`config.mk`:
```
export PLATFORM = sky130hd
export DESIGN_NAME = channel_scan_ctrl_flat
export DESIGN_NICKNAME = d
export VERILOG_FILES = /design/src/rtl/scan_pkg.sv /design/src/rtl/channel_scan_ctrl_if.sv /design/src/rtl/sample_tick_gen.sv /design/src/rtl/channel_scan_ctrl.sv /design/src/flat_wrapper.sv
export SDC_FILE = /design/constraint.sdc
export NUM_CORES = 1
export LEC_CHECK = 0
export ABC_AREA = 0
export BUFFER_PORTS_ARGS = -buffer_cell sky130_fd_sc_hd__buf_2
export CAP_MARGIN = 40
export CORE_ASPECT_RATIO = 2
export CORE_MARGIN = 5
export CORE_UTILIZATION = 60
export DETAILED_ROUTE_END_ITERATION = 10
export PLACE_DENSITY = 0.8
export SLEW_MARGIN = 30
export SYNTH_ARGS = -nofsm -noshare
export SYNTH_HDL_FRONTEND = slang
export SYNTH_SLANG_ARGS = --single-unit
```
`constraint.sdc`:
```
create_clock -name clk_50M -period 3.3 [get_ports clk_50M]
set_input_delay 0.165 -clock clk_50M [delete_from_list [all_inputs] [get_ports clk_50M]]
set_output_delay 0.165 -clock clk_50M [all_outputs]
set_load 0.01 [all_outputs]
```
`src/rtl/scan_pkg.sv`:
```
// Shared state encoding, default timing constants and small helpers for the
// four-channel excite/blank/sample scan controller.
package scan_pkg;

  localparam logic [2:0] ST_IDLE      = 3'd0;
  localparam logic [2:0] ST_SELECT    = 3'd1;
  localparam logic [2:0] ST_EXCITE    = 3'd2;
  localparam logic [2:0] ST_BLANK     = 3'd3;
  localparam logic [2:0] ST_SAMPLE    = 3'd4;
  localparam logic [2:0] ST_WAIT_CORR = 3'd5;
  localparam logic [2:0] ST_NEXT      = 3'd6;
  localparam logic [2:0] ST_DONE      = 3'd7;

  localparam int NUM_CH           = 4;
  localparam int DEF_SETTLE_CYC   = 500;
  localparam int DEF_PULSE_CYC    = 25;
  localparam int DEF_BLANK_CYC    = 150000;
  localparam int DEF_SAMPLE_DIV   = 50;
  localparam int DEF_N_SAMPLES    = 5000;
  localparam int DEF_CORR_TIMEOUT = 1000000;

  typedef logic [NUM_CH-1:0] ch_mask_t;

  function automatic int max_of(input int a, input int b);
    return (a > b) ? a : b;
  endfunction

endpackage

```
`src/rtl/channel_scan_ctrl_if.sv`:
```
// Command, ADC, correlator and status signals of the channel scan controller.
interface channel_scan_ctrl_if;
  import scan_pkg::*;

  logic        scan_start;
  logic        scan_abort;
  ch_mask_t    ch_enable;
  logic        adc_req;
  logic        adc_done;
  logic        exc_pulse;
  logic        relay;
  logic [3:0]  vin_sel;
  logic [1:0]  ch_idx;
  logic        corr_start;
  logic        corr_done;
  logic [15:0] sample_cnt;
  logic        busy;
  logic        scan_done;
  logic        err_overrun;
  logic        err_timeout;

  modport master (
    output scan_start, scan_abort, ch_enable, adc_done, corr_done,
    input  adc_req, exc_pulse, relay, vin_sel, ch_idx, corr_start,
           sample_cnt, busy, scan_done, err_overrun, err_timeout
  );

  modport slave (
    input  scan_start, scan_abort, ch_enable, adc_done, corr_done,
    output adc_req, exc_pulse, relay, vin_sel, ch_idx, corr_start,
           sample_cnt, busy, scan_done, err_overrun, err_timeout
  );

endinterface

```
`src/rtl/sample_tick_gen.sv`:
```
// ADC conversion request generator: one request every SAMPLE_DIV clocks while
// enabled, at most N_SAMPLES per window, flagging requests issued while busy.
module sample_tick_gen #(
  parameter int SAMPLE_DIV = 50,
  parameter int N_SAMPLES  = 5000
) (
  input  logic clk_50M,
  input  logic rst_n,
  input  logic en,
  input  logic done,
  output logic req,
  output logic overrun
);

  localparam int DIV_W = $clog2(SAMPLE_DIV + 1);
  localparam int REQ_W = $clog2(N_SAMPLES + 1);

  logic [DIV_W-1:0] div_cnt;
  logic [REQ_W-1:0] req_cnt;
  logic             pending;

  assign req     = en && (div_cnt == '0) && (req_cnt != REQ_W'(N_SAMPLES));
  // A strobe landing in the same cycle the next request falls due is on time.
  assign overrun = req && pending && !done;

  always_ff @(posedge clk_50M or negedge rst_n) begin
    if (!rst_n) begin
      div_cnt <= '0;
      req_cnt <= '0;
      pending <= 1'b0;
    end else if (!en) begin
      div_cnt <= '0;
      req_cnt <= '0;
      pending <= 1'b0;
    end else begin
      div_cnt <= (div_cnt == '0) ? DIV_W'(SAMPLE_DIV - 1) : div_cnt - DIV_W'(1);
      if (req) begin
        req_cnt <= req_cnt + REQ_W'(1);
        pending <= 1'b1;
      end else if (done) begin
        pending <= 1'b0;
      end
    end
  end

endmodule

```
`src/rtl/channel_scan_ctrl.sv`:
```
// Four-channel transducer scan: select, excite, blank, sample, correlate,
// then advance to the next enabled channel without wrapping.
//
// state      | meaning
// IDLE       | waiting for scan_start
// NEXT       | pick lowest enabled channel at/above search pointer
// SELECT     | mux settling on the chosen channel
// EXCITE     | excitation pulse, relay in transmit
// BLANK      | ring-down blanking, relay still protecting
// SAMPLE     | relay receive, paced ADC conversions
// WAIT_CORR  | correlator running, bounded by CORR_TIMEOUT
// DONE       | one-cycle scan_done
module channel_scan_ctrl
  import scan_pkg::*;
#(
  parameter int SETTLE_CYC   = DEF_SETTLE_CYC,
  parameter int PULSE_CYC    = DEF_PULSE_CYC,
  parameter int BLANK_CYC    = DEF_BLANK_CYC,
  parameter int SAMPLE_DIV   = DEF_SAMPLE_DIV,
  parameter int N_SAMPLES    = DEF_N_SAMPLES,
  parameter int CORR_TIMEOUT = DEF_CORR_TIMEOUT
) (
  input logic                clk_50M,
  input logic                rst_n,
  channel_scan_ctrl_if.slave bus
);

  localparam int TMR_MAX = max_of(max_of(SETTLE_CYC, PULSE_CYC), max_of(BLANK_CYC, CORR_TIMEOUT));
  localparam int TMR_W   = $clog2(TMR_MAX + 1);
  localparam int CNT_W   = $clog2(N_SAMPLES + 1);

  logic [2:0]       state;
  ch_mask_t         mask;
  logic [2:0]       ptr;
  logic [TMR_W-1:0] timer;
  logic [CNT_W-1:0] cnt;
  logic [1:0]       ch_idx;
  logic [3:0]       vin_sel;
  logic             corr_start;
  logic             err_overrun;
  logic             err_timeout;
  logic             tick;
  logic             overrun;
  logic             found;
  logic [1:0]       next_ch;

  sample_tick_gen #(
    .SAMPLE_DIV (SAMPLE_DIV),
    .N_SAMPLES  (N_SAMPLES)
  ) u_tick (
    .clk_50M (clk_50M),
    .rst_n   (rst_n),
    .en      (state == ST_SAMPLE),
    .done    (bus.adc_done),
    .req     (tick),
    .overrun (overrun)
  );

  // Descending scan so the last hit is the lowest enabled index >= ptr.
  always_comb begin
    found   = 1'b0;
    next_ch = 2'd0;
    for (int i = NUM_CH - 1; i >= 0; i--) begin
      if (mask[i] && (3'(i) >= ptr)) begin
        found   = 1'b1;
        next_ch = 2'(i);
      end
    end
  end

  assign bus.busy        = (state != ST_IDLE);
  assign bus.exc_pulse   = (state == ST_EXCITE);
  assign bus.relay       = (state == ST_EXCITE) || (state == ST_BLANK);
  assign bus.adc_req     = tick;
  assign bus.scan_done   = (state == ST_DONE);
  assign bus.corr_start  = corr_start;
  assign bus.ch_idx      = ch_idx;
  assign bus.vin_sel     = vin_sel;
  assign bus.sample_cnt  = 16'(cnt);
  assign bus.err_overrun = err_overrun;
  assign bus.err_timeout = err_timeout;

  always_ff @(posedge clk_50M or negedge rst_n) begin
    if (!rst_n) begin
      state       <= ST_IDLE;
      mask        <= '0;
      ptr         <= '0;
      timer       <= '0;
      cnt         <= '0;
      ch_idx      <= '0;
      vin_sel     <= '0;
      corr_start  <= 1'b0;
      err_overrun <= 1'b0;
      err_timeout <= 1'b0;
    end else begin
      corr_start <= 1'b0;
      if (overrun) err_overrun <= 1'b1;
      if (bus.scan_abort) begin
        state   <= ST_IDLE;
        vin_sel <= '0;
      end else begin
        case (state)
          ST_IDLE: if (bus.scan_start) begin
            mask        <= bus.ch_enable;
            ptr         <= '0;
            cnt         <= '0;
            err_overrun <= 1'b0;
            err_timeout <= 1'b0;
            state       <= ST_NEXT;
          end
          ST_NEXT: if (found) begin
            ch_idx  <= next_ch;
            vin_sel <= 4'b0001 << next_ch;
            timer   <= TMR_W'(SETTLE_CYC - 1);
            state   <= ST_SELECT;
          end else begin
            state <= ST_DONE;
          end
          ST_SELECT: if (timer == '0) begin
            timer <= TMR_W'(PULSE_CYC - 1);
            state <= ST_EXCITE;
          end else begin
            timer <= timer - TMR_W'(1);
          end
          ST_EXCITE: if (timer == '0) begin
            timer <= TMR_W'(BLANK_CYC - 1);
            state <= ST_BLANK;
          end else begin
            timer <= timer - TMR_W'(1);
          end
          ST_BLANK: if (timer == '0) begin
            cnt   <= '0;
            state <= ST_SAMPLE;
          end else begin
            timer <= timer - TMR_W'(1);
          end
          ST_SAMPLE: if (cnt == CNT_W'(N_SAMPLES)) begin
            corr_start <= 1'b1;
            timer      <= TMR_W'(CORR_TIMEOUT - 1);
            state      <= ST_WAIT_CORR;
          end else if (bus.adc_done) begin
            cnt <= cnt + CNT_W'(1);
          end
          ST_WAIT_CORR: if (bus.corr_done || (timer == '0)) begin
            if (!bus.corr_done) err_timeout <= 1'b1;
            ptr   <= {1'b0, ch_idx} + 3'd1;
            state <= ST_NEXT;
          end else begin
            timer <= timer - TMR_W'(1);
          end
          ST_DONE: begin
            vin_sel <= '0;
            state   <= ST_IDLE;
          end
          default: state <= ST_IDLE;
        endcase
      end
    end
  end

endmodule

```
`src/flat_wrapper.sv`:
```
// flat-port wrapper written by rule: the top's interface ports become plain ports
module channel_scan_ctrl_flat import scan_pkg::*;
#(
  parameter int SETTLE_CYC   = DEF_SETTLE_CYC,
  parameter int PULSE_CYC    = DEF_PULSE_CYC,
  parameter int BLANK_CYC    = DEF_BLANK_CYC,
  parameter int SAMPLE_DIV   = DEF_SAMPLE_DIV,
  parameter int N_SAMPLES    = DEF_N_SAMPLES,
  parameter int CORR_TIMEOUT = DEF_CORR_TIMEOUT
)
  (clk_50M, rst_n, bus_scan_start, bus_scan_abort, bus_ch_enable, bus_adc_done, bus_corr_done, bus_adc_req, bus_exc_pulse, bus_relay, bus_vin_sel, bus_ch_idx, bus_corr_start, bus_sample_cnt, bus_busy, bus_scan_done, bus_err_overrun, bus_err_timeout);
  channel_scan_ctrl_if bus_i ();
  input logic clk_50M;
  input logic rst_n;
  input wire logic [$bits(bus_i.scan_start)-1:0] bus_scan_start;
  input wire logic [$bits(bus_i.scan_abort)-1:0] bus_scan_abort;
  input wire logic [$bits(bus_i.ch_enable)-1:0] bus_ch_enable;
  input wire logic [$bits(bus_i.adc_done)-1:0] bus_adc_done;
  input wire logic [$bits(bus_i.corr_done)-1:0] bus_corr_done;
  output wire logic [$bits(bus_i.adc_req)-1:0] bus_adc_req;
  output wire logic [$bits(bus_i.exc_pulse)-1:0] bus_exc_pulse;
  output wire logic [$bits(bus_i.relay)-1:0] bus_relay;
  output wire logic [$bits(bus_i.vin_sel)-1:0] bus_vin_sel;
  output wire logic [$bits(bus_i.ch_idx)-1:0] bus_ch_idx;
  output wire logic [$bits(bus_i.corr_start)-1:0] bus_corr_start;
  output wire logic [$bits(bus_i.sample_cnt)-1:0] bus_sample_cnt;
  output wire logic [$bits(bus_i.busy)-1:0] bus_busy;
  output wire logic [$bits(bus_i.scan_done)-1:0] bus_scan_done;
  output wire logic [$bits(bus_i.err_overrun)-1:0] bus_err_overrun;
  output wire logic [$bits(bus_i.err_timeout)-1:0] bus_err_timeout;
  assign bus_i.scan_start = bus_scan_start;
  assign bus_i.scan_abort = bus_scan_abort;
  assign bus_i.ch_enable = bus_ch_enable;
  assign bus_i.adc_done = bus_adc_done;
  assign bus_i.corr_done = bus_corr_done;
  assign bus_adc_req = bus_i.adc_req;
  assign bus_exc_pulse = bus_i.exc_pulse;
  assign bus_relay = bus_i.relay;
  assign bus_vin_sel = bus_i.vin_sel;
  assign bus_ch_idx = bus_i.ch_idx;
  assign bus_corr_start = bus_i.corr_start;
  assign bus_sample_cnt = bus_i.sample_cnt;
  assign bus_busy = bus_i.busy;
  assign bus_scan_done = bus_i.scan_done;
  assign bus_err_overrun = bus_i.err_overrun;
  assign bus_err_timeout = bus_i.err_timeout;
  channel_scan_ctrl #(.SETTLE_CYC(SETTLE_CYC), .PULSE_CYC(PULSE_CYC), .BLANK_CYC(BLANK_CYC), .SAMPLE_DIV(SAMPLE_DIV), .N_SAMPLES(N_SAMPLES), .CORR_TIMEOUT(CORR_TIMEOUT)) u_core (.clk_50M(clk_50M), .rst_n(rst_n), .bus(bus_i));
endmodule
```
==> run summary <==
GR Layer Usage met1 - 0.268
Kind of critical path - reg2reg
Status - finished, final reports clean
Achievable frequency - 0.357 GHz
I/O Pins - 40
Min Tclk post-route - 2.80 ns
Final setup margin - 0.500 ns
Sink Count - 72
DR pass1 iterations - 4
Post-layout net count - 547
PortBufs - 36
Max rail drop VDD - 0.594 mV
Vias per cell - 6.22
Setup-failing EPs final - 0
Total track usage - 0.249
Most frequent cell after synthesis - dfrtp_1
CTS tree - done
Largest net degree at the start of global routing - 45
Syn_area_per_cell - 8.76 sq um
Drt drc - 0
Reg2Reg Depth - 8
Diode count - 0
Die X - 69.7 um
Final Cell Area - 4880 sq um
Largest cells by area after synthesis - dfrtp_1, nor2_1, nand2_1
GR Util met2 - 0.466
Top cell type by total area after synthesis - dfrtp_1
Gr busiest metal - met2
Power per cell area - 886 nW/um^2
Unrepaired setup endpoints after global routing - false
PostCTS Resize Cnt - 0
Worst-case clock buffer depth - 2
Worst min path class - in2reg
Max-Cap Viols - 0
Ys flop type - dfrtp_1
Total die area - 9030 sq um
CTS buffer count - 9
Worst hold stages - 2
Initial antenna violation count - 0
Warnings, synthesis - 0
First-pass GRT wire length - 18.0 mm
Dpl hpwl - 7.83 mm
CP Data Required Time - 3.52 ns
Starting Density - 0.617
# H-tree levels - 3
Period utilisation layout - 0.849
Seq/Total Area, Yosys - 0.421
Share of cells above drive strength 1 - 0.163
Top-area cell type share of the netlist area - 0.421
Area grow syn2layout - 14.1%
Worst EP arrival - 3.02 ns
FF-to-FF End - u_core.ptr[2]
Fraction of registers with async set/reset - 1.00
Synth top cells by count - dfrtp_1, nor2_1, nand2_1, o21ai_0, a21oi_1
DR WL/cell - 17.4 um
Syn Std Cell Area - 4280 sq um
Rows - 43
GRT met3 Usage - 0.0474
Lkg Pwr - 2.20 nW
Finished Layout Cells - 623
Actual slew at the worst max-slew pin - 0.788 ns
Placed cell area - 4570 sq um
R2R Setup Slk - 0.50 ns
GRT overflow - 0
Via count - 3875
Clock latency on the worst-skew pair - 0.34 ns
Pre-CTS setup slack - 0.511 ns
Startpoint types - flip-flop
Synthesized netlist cell count - 489
Die Y-Extent - 129 um
Cell breakdown of the critical path - inv_1 -> ha_1 -> or4b_1 -> or4_1 -> nor2_2 -> nor2_1 -> o31ai_2 -> mux2_2
Routed Antenna Nets - 0
Reg-to-Reg Start - u_core.timer[0]
Routability Congestion - 0.979
Number of global-route vias before repair - 3825
Synth Register Bits - 72
Crit path max fanout - 8
Final hold violations - 0
Hold EP - u_core.mask[1]
Critical-path top delay cell - or4b_1
Unique cell type count in the Yosys netlist - 70
Clk pin slew, worst setup/hold paths - 0.05 ns
Slew headroom - 0.461
Max-slew violation count - 0
Placed Cells incl. Taps - 606
CP max stage delay - 0.51 ns
Hold Startpoint - bus_ch_enable[1]
Final wirelength - 10.8 mm
Setup_tns - 0 ns
Post-synth EDFFs - 0
Area of the core - 6940 sq um
Worst setup EP type - flip-flop
CTS Root Cell - clkbuf_16
Initial DRC Count - 307
Layout Skew - 0.00331 ns
-- cell families (layout without fill, tap and decap cells) --
group	count (synthesis)	count (layout)	share of synthesized area
xor gates and xnor gates	15	15	0.0307
DFF	72	72	0.421
buffers and inverters	43	85	0.0444
and+or+nand+nor	200	200	0.238
other	1	3	0.000876
adders and majority gates	9	9	0.0263
muxes	9	9	0.0231
AOI/OAI and AO/OA	140	140	0.216
-- sequential cells by signal, indices dropped and copies added (netlist names) --
register	count
u_core.timer	20
u_core.cnt	13
u_core.u_tick.req_cnt	13
u_core.u_tick.div_cnt	6
u_core.bus.vin_sel	4
u_core.mask	4
u_core.ptr	3
u_core.state	3
u_core.bus.ch_idx	2
u_core.bus.corr_start	1
u_core.bus.err_overrun	1
u_core.bus.err_timeout	1
u_core.u_tick.pending	1
-- worst max-delay path, delay by kind of cell, from the launching register on --
family,cells,cell delay (ns)
compound gates,1,0.29
fa+ha+maj,1,0.15
buf+inv,1,0.09
flops,1,0.40
mux,1,0.38
simple gates,4,1.38
-- cell type report --
| class | count | area, sq um |
|---|---|---|
| fillers | 558 | 2060 |
| multi-input cells | 376 | 2300 |
| clock inverters | 3 | 40.0 |
| inverters | 19 | 71.3 |
| flip-flops and latches | 72 | 1800 |
| clock buffers | 13 | 260 |
| well taps | 90 | 113 |
| repair buffers | 50 | 300 |
-- power breakdown --
group          leakage, nW  internal, mW  switching, mW
clock                0.150         0.624          0.358
sequential           0.951          1.12          0.264
combinational         1.10         0.754           1.21
total                 2.20          2.50           1.83
-- metrics by stage --
stage	util	power, mW	hold WS, ns
after floorplan	-	2.76	-0.131
after global placement	0.656	3.25	0.399
after detailed placement	0.659	3.32	0.293
after CTS	0.704	4.33	0.0513
after global routing	0.704	4.62	0.0647
final	0.704	4.33	0.0589
-- repair_timing --
item,4_1_cts,5_1_grt
endpoints found under the setup margin,0,0
endpoints found under the hold margin,43,0
buffers inserted,0,0
hold buffers,1,0
-- worst max-delay path by stage --
stage                     depth (start not counted)             from  slack (ns)              to
after detailed placement                          8  u_core.timer[0]        0.51   u_core.ptr[2]
after global placement                            8  u_core.timer[0]        0.55   u_core.ptr[1]
after floorplan                                   9  u_core.timer[0]        0.70  u_core.cnt[11]
after CTS                                         8  u_core.timer[0]        0.51   u_core.ptr[2]
after global routing                              8  u_core.timer[0]        0.38   u_core.ptr[2]
final                                             8  u_core.timer[0]        0.50   u_core.ptr[2]
-- metal layers --
metal	wire, um	vias to the layer above
met5	0	-
met4	364	0
met3	544	28
met2	5840	125
met1	4060	1861
li1	-	1861
-- cell usage in the layout, fill, tap and decap left out, drive strengths merged, types with 9 or more instances in the layout --
cell type,instances
buf,49
nor3,10
inv,19
ha,9
clkbuf,13
nor2,55
o31ai,11
and3,11
nand2,50
nor4,9
o21ai,37
dfrtp,72
nand3,21
a31oi,9
xor2,10
a21oi,33
Power figures use the tool's default switching activity.
